===== src/rtl/alu_pkg.sv =====
// rtl/alu_pkg.sv - shared operation encodings and FSM states for alu_seq
package alu_pkg;

  typedef enum logic [3:0] {
    OP_AND  = 4'd0,
    OP_OR   = 4'd1,
    OP_XOR  = 4'd2,
    OP_ADD  = 4'd3,
    OP_SUB  = 4'd4,
    OP_SLT  = 4'd5,
    OP_SLTE = 4'd6,
    OP_EQ   = 4'd7,
    OP_SHL  = 4'd8,
    OP_SHR  = 4'd9,
    OP_MUL  = 4'd10
  } aluop_t;

  typedef enum logic [1:0] {
    IDLE = 2'd0,
    BUSY = 2'd1,
    DONE = 2'd2
  } alu_state_t;

endpackage


===== src/rtl/alu_mul_iter.sv =====
// rtl/alu_mul_iter.sv - iterative shift-add multiplier, one multiplier bit per cycle
module alu_mul_iter #(
  parameter int WIDTH = 8
) (
  input  logic             clk,
  input  logic             reset,
  input  logic             start,
  input  logic [WIDTH-1:0] op1,
  input  logic [WIDTH-1:0] op2,
  output logic             busy,
  output logic             done,
  output logic [WIDTH-1:0] product
);

  localparam int CW = $clog2(WIDTH) + 1;

  logic [WIDTH-1:0] acc;
  logic [WIDTH-1:0] mcand;
  logic [WIDTH-1:0] mplier;
  logic [CW-1:0]    cnt;
  logic             busy_r;
  logic [WIDTH-1:0] partial;
  logic             last;

  // The final partial sum is exposed combinationally so the top can register
  // the product in the same cycle the last multiplier bit is consumed.
  assign partial = acc + (mplier[0] ? mcand : '0);
  assign last    = (cnt == CW'(WIDTH - 1));
  assign busy    = busy_r;
  assign done    = busy_r && last;
  assign product = partial;

  // Latch operands on start, then add/shift once per cycle for WIDTH cycles.
  always_ff @(posedge clk or posedge reset) begin
    if (reset) begin
      acc    <= '0;
      mcand  <= '0;
      mplier <= '0;
      cnt    <= '0;
      busy_r <= 1'b0;
    end else if (start) begin
      acc    <= '0;
      mcand  <= op1;
      mplier <= op2;
      cnt    <= '0;
      busy_r <= 1'b1;
    end else if (busy_r) begin
      acc    <= partial;
      mcand  <= mcand << 1;
      mplier <= mplier >> 1;
      cnt    <= cnt + 1'b1;
      if (last) busy_r <= 1'b0;
    end
  end

endmodule


===== src/rtl/alu_seq.sv =====
// rtl/alu_seq.sv - registered ALU with valid/ready handshake and iterative multiply
module alu_seq
  import alu_pkg::*;
#(
  parameter int WIDTH      = 8,
  parameter int SIGNED_CMP = 1
) (
  input  logic             clk,
  input  logic             reset,
  input  logic             in_valid,
  output logic             in_ready,
  input  logic [WIDTH-1:0] op1,
  input  logic [WIDTH-1:0] op2,
  input  logic [3:0]       Aluop,
  output logic             out_valid,
  input  logic             out_ready,
  output logic [WIDTH-1:0] result,
  output logic             equal,
  output logic             lessThan,
  output logic             zero,
  output logic             carry
);

  alu_state_t       state;
  alu_state_t       state_n;
  logic             accept;
  logic             is_mul;
  logic             mul_start;
  logic             mul_busy;
  logic             mul_done;
  logic [WIDTH-1:0] mul_product;
  logic [WIDTH-1:0] alu_res;
  logic             alu_carry;
  logic             eq;
  logic             lt;

  assign is_mul = (Aluop == OP_MUL);
  assign eq     = (op1 == op2);
  assign lt     = (SIGNED_CMP != 0) ? ($signed(op1) < $signed(op2)) : (op1 < op2);

  alu_mul_iter #(.WIDTH(WIDTH)) u_mul (
    .clk     (clk),
    .reset   (reset),
    .start   (mul_start),
    .op1     (op1),
    .op2     (op2),
    .busy    (mul_busy),
    .done    (mul_done),
    .product (mul_product)
  );

  // Single-cycle datapath for every operation except multiply.
  always_comb begin
    alu_res   = '0;
    alu_carry = 1'b0;
    case (aluop_t'(Aluop))
      OP_AND:  alu_res = op1 & op2;
      OP_OR:   alu_res = op1 | op2;
      OP_XOR:  alu_res = op1 ^ op2;
      OP_ADD:  {alu_carry, alu_res} = {1'b0, op1} + {1'b0, op2};
      OP_SUB: begin
        alu_res   = op1 - op2;
        alu_carry = (op1 < op2);
      end
      OP_SLT:  alu_res = {{(WIDTH-1){1'b0}}, lt};
      OP_SLTE: alu_res = {{(WIDTH-1){1'b0}}, lt | eq};
      OP_EQ:   alu_res = {{(WIDTH-1){1'b0}}, eq};
      OP_SHL:  alu_res = (op2 >= WIDTH'(WIDTH)) ? '0 : (op1 << op2);
      OP_SHR:  alu_res = (op2 >= WIDTH'(WIDTH)) ? '0 : (op1 >> op2);
      default: alu_res = '0;
    endcase
  end

  // State register.
  always_ff @(posedge clk or posedge reset) begin
    if (reset) state <= IDLE;
    else       state <= state_n;
  end

  // Next state and handshake; a result taken in DONE may be replaced in the same cycle.
  always_comb begin
    state_n   = state;
    in_ready  = 1'b0;
    out_valid = 1'b0;
    accept    = 1'b0;
    mul_start = 1'b0;
    case (state)
      IDLE: in_ready = 1'b1;
      BUSY: begin
        if (mul_done)       state_n = DONE;
        else if (!mul_busy) state_n = IDLE;
      end
      DONE: begin
        out_valid = 1'b1;
        in_ready  = out_ready;
        if (out_ready) state_n = IDLE;
      end
      default: state_n = IDLE;
    endcase
    if (in_valid && in_ready) begin
      accept    = 1'b1;
      mul_start = is_mul;
      state_n   = is_mul ? BUSY : DONE;
    end
  end

  // Result and flag registers; compare flags come from the accepted operands, MUL included.
  always_ff @(posedge clk or posedge reset) begin
    if (reset) begin
      result   <= '0;
      equal    <= 1'b0;
      lessThan <= 1'b0;
      zero     <= 1'b0;
      carry    <= 1'b0;
    end else if (accept) begin
      equal    <= eq;
      lessThan <= lt;
      if (!is_mul) begin
        result <= alu_res;
        zero   <= (alu_res == '0);
        carry  <= alu_carry;
      end
    end else if (mul_done) begin
      result <= mul_product;
      zero   <= (mul_product == '0);
      carry  <= 1'b0;
    end
  end

endmodule

===== config.mk =====
export PLATFORM = sky130hd
export DESIGN_NAME = alu_seq
export DESIGN_NICKNAME = d
export VERILOG_FILES = /design/src/rtl/alu_pkg.sv /design/src/rtl/alu_mul_iter.sv /design/src/rtl/alu_seq.sv
export SDC_FILE = /design/constraint.sdc
export NUM_CORES = 1
export LEC_CHECK = 0
export BUFFER_PORTS_ARGS = -buffer_cell sky130_fd_sc_hd__buf_2
export CORE_MARGIN = 2
export CORE_UTILIZATION = 55
export DETAILED_ROUTE_END_ITERATION = 12
export PLACE_DENSITY = 0.81
export SYNTH_ARGS = -nofsm -noshare
export SYNTH_HDL_FRONTEND = slang
export SYNTH_SLANG_ARGS = --single-unit

===== constraint.sdc =====
create_clock -name clk -period 3.2 [get_ports clk]
set_clock_uncertainty 0.05 [all_clocks]
set_input_delay 0.32 -clock clk [delete_from_list [all_inputs] [get_ports clk]]
set_output_delay 0.32 -clock clk [all_outputs]
set_load 0.005 [all_outputs]

; ---- Yosys cells after proc, flatten, opt, wreduce, memory -nomap -nowiden
; Cells that the tools add are included.
[totals]
wordCells = 87
input_bits = 24
reg_bits = 43
out_inout_bits = 14
[op_classes]
mux = 35
reduce_logical = 10
bitwise = 4
n_addsub = 4
magnitude_cmp = 3
n_shift = 2
eq_ne = 18
[ops]
columns = op, n
row1 = two-way mux 8 bit, 12
row2 = case mux 8 bit (10 select lines), 1
row3 = "equality test 4 x 3 -> 1 bit, second input constant", 5
row4 = logical NOT 8 bit, 2
row5 = < comparator 8 bit, 2
row6 = "equality test 4 bit, second input constant", 3
row7 = two-way mux 1 bit, 12
row8 = two-way mux 2 bit, 5
row9 = adder 8 x 8 -> 9 bit, 1
row10 = adder 8 bit, 1
row11 = bitwise AND 8 bit, 1
row12 = "equality test 4 x 2 -> 1 bit, second input constant", 2
row13 = equality test 8 bit, 1
row14 = ">= comparator 8 x 4 -> 1 bit, second input constant", 1
row15 = two-way mux 4 bit, 2
row16 = OR 8 bit, 1
row17 = left shift 8 x 8 -> 8 bit, 1
row18 = >> shifter 8 x 8 -> 8 bit, 1
row19 = subtractor 8 bit, 1
row20 = XOR 8 bit, 1
row21 = case mux 2 bit (3 select lines), 1
row22 = "adder 4 x 1 -> 4 bit, second input constant", 1
row23 = "equality test 4 x 1 -> 1 bit, second input constant", 1
row24 = logical NOT 4 bit, 1
row25 = other kinds (12), 16

; ---- Logic depth before layout (Yosys ltp)
[logic_depth]
word_depth = 6
mapped_depth = 12
mapped_depth_nobuf = 12

; ---- By module
; From an unflattened synthesis, not the netlist that was laid out.
[hier_totals]
hier_cells = 510
area_unflattened_um2 = 4355.4
[by_module_without_submodules]
columns = module, seq_area_each_um2, n_inst, area_per_inst_um2, cells_each
row1 = alu_seq, 350.3, 1, 2686.3, 339
row2 = alu_mul_iter, 725.7, 1, 1669.1, 171

; ---- Worst setup path before layout
; No wires, ideal clock.
[synth_timing]
path_kind = input port to flip-flop
startpoint = input op2[1]
endpoint = register zero
stages = 12
t_required_ns = 3.084
setup_slack_ns = -0.184
setup_time_ns = 0.066
n_path_buf = 2
t_arrival_ns = 3.268
path_cell_list = clkbuf_1 buf_2 inv_1 fa_1 nor2b_1 a211oi_1 o221a_2 o211ai_1 or4_1 or3_1 a2111oi_2 a211o_1
[synth_via]
elab_chain_len = 6
elab_cells_between_ends = 17
classes_between = 2 x add/sub / 2 x order compare / 1 x eq/ne / 2 x shift / 5 x mux / 4 x bitwise / 1 x reduce/logical
[synth_rtl]
columns = element, line
row1 = from (decl), alu_seq.sv:13  ; input logic [WIDTH-1:0] op2,
row2 = >= comparator 8 x 4 -> 1 bit (tied with other cells), "alu_seq.sv:68, alu_seq.sv:69"
row3 = two-way mux 8 bit (tied with other cells), alu_seq.sv:69  ; OP_SHR: alu_res = (op2 >= WIDTH'(WIDTH)) ? '0 : (op1 >> op2);
row4 = case mux 8 bit (10 select lines) *, alu_seq.sv:56  ; case (aluop_t'(Aluop))
row5 = logical NOT 8 bit *, alu_seq.sv:120  ; zero <= (alu_res == '0);
row6 = two-way mux 1 bit *, alu_seq.sv:118  ; if (!is_mul) begin
row7 = two-way mux 1 bit *, alu_seq.sv:115  ; end else if (accept) begin
row8 = to (signal assigned), alu_seq.sv:120
row9 = to (signal assigned), alu_seq.sv:125  ; zero <= (mul_product == '0);
row10 = to (decl), alu_seq.sv:20  ; output logic zero,
; Mark *: on every way between the ends. The rest lies on a longest branch, timed or not. The select of a mux whose other input is x is not followed.
; A chain may end at the register's enable or synchronous reset.

; ---- Worst setup path in the final report
[layout_timing]
startpoint = input op1[0]
endpoint = register zero
[layout_via]
elab_chain_len = 6
elab_cells_between_ends = 16
classes_between = 2 x add/sub / 1 x order compare / 1 x eq/ne / 2 x shift / 5 x mux / 4 x bitwise / 1 x reduce/logical
[layout_rtl]
columns = element, line
row1 = from (decl), alu_seq.sv:12  ; input logic [WIDTH-1:0] op1,
row2 = < comparator 8 bit (tied with other cells), alu_seq.sv:39  ; assign lt = (SIGNED_CMP != 0) ? ($signed(op1) < $signed(op2)) : (op1 < op2);
row3 = OR 1 bit (tied with other cells), alu_seq.sv:66  ; OP_SLTE: alu_res = {{(WIDTH-1){1'b0}}, lt | eq};
row4 = case mux 8 bit (10 select lines) *, alu_seq.sv:56
row5 = logical NOT 8 bit *, alu_seq.sv:120
row6 = two-way mux 1 bit *, alu_seq.sv:118
row7 = two-way mux 1 bit *, alu_seq.sv:115
; Marks and branches as above.

==> impl_metrics.env <==
export IMPL_status="finished, final reports clean"
export IMPL_routabilityCongestion=0.9460
export IMPL_ys_flop_type="dfrtp_1"
export IMPL_synth_seq_cells=43
export IMPL_drt_iter0_drc=420
export IMPL_vias_per_cell=6.200
export IMPL_slowest_stage="or4_1"
export IMPL_cts_tree="built"
export IMPL_cts_made_buffers=5
export IMPL_drv_slew=0
export IMPL_grt_start_max_net_pins=44
export IMPL_cap_viol_max_count=0
export IMPL_setup_viol_count_final=0
export IMPL_initial_core_util=0.5701
export IMPL_clk_pin_slew_worst_paths_ps=90
export IMPL_worst_slew_pin_slew_ps=978.0
export IMPL_dpl_instance_area_um2=4649
export IMPL_num_vias=4036
export IMPL_async_flop_share=1.000
export IMPL_grt_pass1_vias=3921
export IMPL_relSlewSlack=0.3388
export IMPL_drt_pass1_iterations=6
export IMPL_die_w_um=90.71
export IMPL_hold_viol_final=0
export IMPL_fin_setup_tns_ps=0
export IMPL_place_ws_ps=-163.1
export IMPL_drive_above_1_share=0.1902
export IMPL_p_leak_nw=2.222
export IMPL_worstPathArrival_ps=3220
export IMPL_synth_nets=552
export IMPL_final_util=0.6536
export IMPL_drc=0
export IMPL_post_route_period_util=0.9474
export IMPL_root_buffer="clkbuf_8"
export IMPL_critPathKind="input pin to register"
export IMPL_synthesis_area_um2=4135
export IMPL_hold_path_class="input pin to asynchronous set/reset pin"
export IMPL_pin_count=38
export IMPL_wire_per_inst_um=18.20
export IMPL_peakVddDrop_v=0.0002311
export IMPL_min_period_ps=3032
export IMPL_synth_edf_count=0
export IMPL_slowest_delay_ps=420
export IMPL_cp_end_kind="register"
export IMPL_nFillCells=615
export IMPL_cp_cell_sequence="buf_2, ha_1, fa_1, and3_1, or2_2, a221oi_2, o211ai_1, or4_1, or3_1, a2111oi_2, a211o_1"
export IMPL_num_rows=31
export IMPL_required_ps=3390
export IMPL_n_antenna_cell=0
export IMPL_syn2layout_area_growth_pct=14.64
export IMPL_fin_area_um2=4741
export IMPL_synth_avg_cell_area_um2=8.388
export IMPL_drtAntennaViolNets=0
export IMPL_antenna_found_initial=0
export IMPL_synth_distinct_cells=65
export IMPL_clk_path_buf_depth=2
export IMPL_cts_num_sinks=43
export IMPL_power_density_nw_per_um2=499.7
export IMPL_path_max_fanout=3
export IMPL_die_h_um=90.71
export IMPL_finalPower_mw=2.369
export IMPL_wl_um=11850
export IMPL_holdWs_ps=96.31
export IMPL_port_buffer_count=37
export IMPL_overflow=0
export IMPL_layout_setup_ws_ps=168.2
export IMPL_synthCells=493
export IMPL_h_tree_depth=2
export IMPL_rsz0062_at_grt="no"
export IMPL_holdBufCountCts=0
export IMPL_ys_seq_area_frac=0.2602
export IMPL_post_place_cells=643
export IMPL_grt_pass1_wl_um=19770
export IMPL_path_delay_family="simple AND/OR/NAND/NOR gates"
export IMPL_clkLatencyLatePin_ps=300
export IMPL_grt_usage=0.2948
export IMPL_critical_path_buf_inv_count=1
export IMPL_instances_no_fill=651
export IMPL_fp_dieArea_um2=8228
export IMPL_fmax_mhz=329.8
export IMPL_final_nets=610
export IMPL_dp_hpwl_um=9222
export IMPL_yosys_warnings=0
export IMPL_startpoint_type="input pin"
export IMPL_core_area_um2=7253
==> worst min-delay path, cell delays in order <==
cell and delay [ps]:
buf_2 90, inv_1 40, buf_4 450
==> final cells by class <==
| type | instances | area (µm²) | area share |
|---|---|---|---|
| Clock buffer | 6 | 72.57 | 0.01531 |
| Clock inverter | 2 | 12.51 | 0.002639 |
| Inverter | 30 | 112.6 | 0.02375 |
| Multi-Input combinational cell | 387 | 2805 | 0.5917 |
| Sequential cell | 43 | 1076 | 0.2270 |
| Tap cell | 99 | 123.9 | 0.02613 |
| Timing Repair Buffer | 84 | 538.0 | 0.1135 |
==> power breakdown <==
group	internal [mW]	leakage [nW]	switching, mW	total [mW]
clock network	0.153	0.0412	0.191	0.344
logic	0.513	1.63	0.636	1.15
registers	0.747	0.553	0.129	0.876
total	1.41	2.22	0.956	2.37
==> logic make-up after synthesis <==
kind of cell,share of synthesized area
AO/OA/AOI/OAI,0.2009
XOR/XNOR,0.02965
adder cells (fa/ha/maj),0.1113
buffers and inverters,0.06414
flip-flops,0.2602
multiplexers,0.1289
AND/OR/NAND/NOR,0.2048
==> flip-flops by register name, summed over array words and instances, names as in the netlist <==
name and count:
result 8, u_mul.acc 8, u_mul.mcand 8, u_mul.mplier 8
u_mul.cnt 4, state 2, carry 1, equal 1
lessThan 1, u_mul.busy 1, zero 1
==> per-layer routing <==
metal,vias to the layer above,share of wire,global-route usage
li1,1889,-,-
met1,1925,0.41,0.3948
met2,189,0.49,0.4956
met3,33,0.071,0.03422
met4,0,0.031,0.09744
met5,-,0,0
==> repair_timing <==
item | CTS | global route
resized for setup | 0 | 1
buffers inserted | 0 | 0
setup endpoints to repair | 0 | 1
==> final timing paths <==
path	slack [ps]	start	end	cells past startpoint
setup / recovery	170	op1[0]	zero	11
min in group clk	280	out_ready	state[1]	3
hold / removal	100	reset	u_mul.acc[6]	3
setup reg to reg	180	u_mul.mcand[0]	zero	11
hold reg to reg	420	result[6]	result[6]	2
max in group asynchronous	2640	reset	lessThan	3
==> cell usage after synthesis, types with 7 or more instances <==
cell type / number / area, µm²
nand2_1: 54 / 202.7
dfrtp_1: 43 / 1076
mux2i_1: 36 / 360.4
nor2_1: 35 / 131.4
o21ai_0: 35 / 175.2
ha_1: 32 / 400.4
inv_1: 30 / 112.6
clkbuf_1: 25 / 93.84
a21oi_1: 21 / 105.1
nor3_1: 13 / 65.06
nor2b_1: 12 / 75.07
and2_1: 11 / 68.82
xnor2_1: 9 / 78.83
and3_1: 7 / 43.79
nand3_1: 7 / 35.03
nor4_1: 7 / 43.79
o211ai_1: 7 / 52.55
==> layout by cell type, fill, tap and decap left out, types with 3 or more instances in the layout <==
master | Yosys | routed
nor2b_1 | 12 | 12
xnor2_1 | 9 | 9
mux4_2 | 6 | 6
nand4_1 | 3 | 3
nor2_1 | 35 | 35
mux2i_1 | 36 | 36
a211o_1 | 3 | 3
buf_2 | 5 | 37
buf_4 | 0 | 47
or4_1 | 4 | 4
a21oi_1 | 21 | 21
fa_1 | 3 | 3
nor4_1 | 7 | 7
o211ai_1 | 7 | 7
a31oi_1 | 3 | 3
a221oi_1 | 6 | 5
a21o_1 | 4 | 4
nor3_1 | 13 | 13
o2111ai_1 | 3 | 3
dfrtp_1 | 43 | 43
o21bai_1 | 5 | 5
and3_1 | 7 | 7
nand2_1 | 54 | 54
nand3_1 | 7 | 7
clkbuf_8 | 0 | 5
and2_1 | 11 | 11
or3_1 | 5 | 5
inv_1 | 30 | 30
xor2_1 | 5 | 5
a22oi_1 | 4 | 4
ha_1 | 32 | 32
nand2b_1 | 5 | 5
o21ai_0 | 35 | 35
Note: power is estimated with default switching activity, not from simulation.
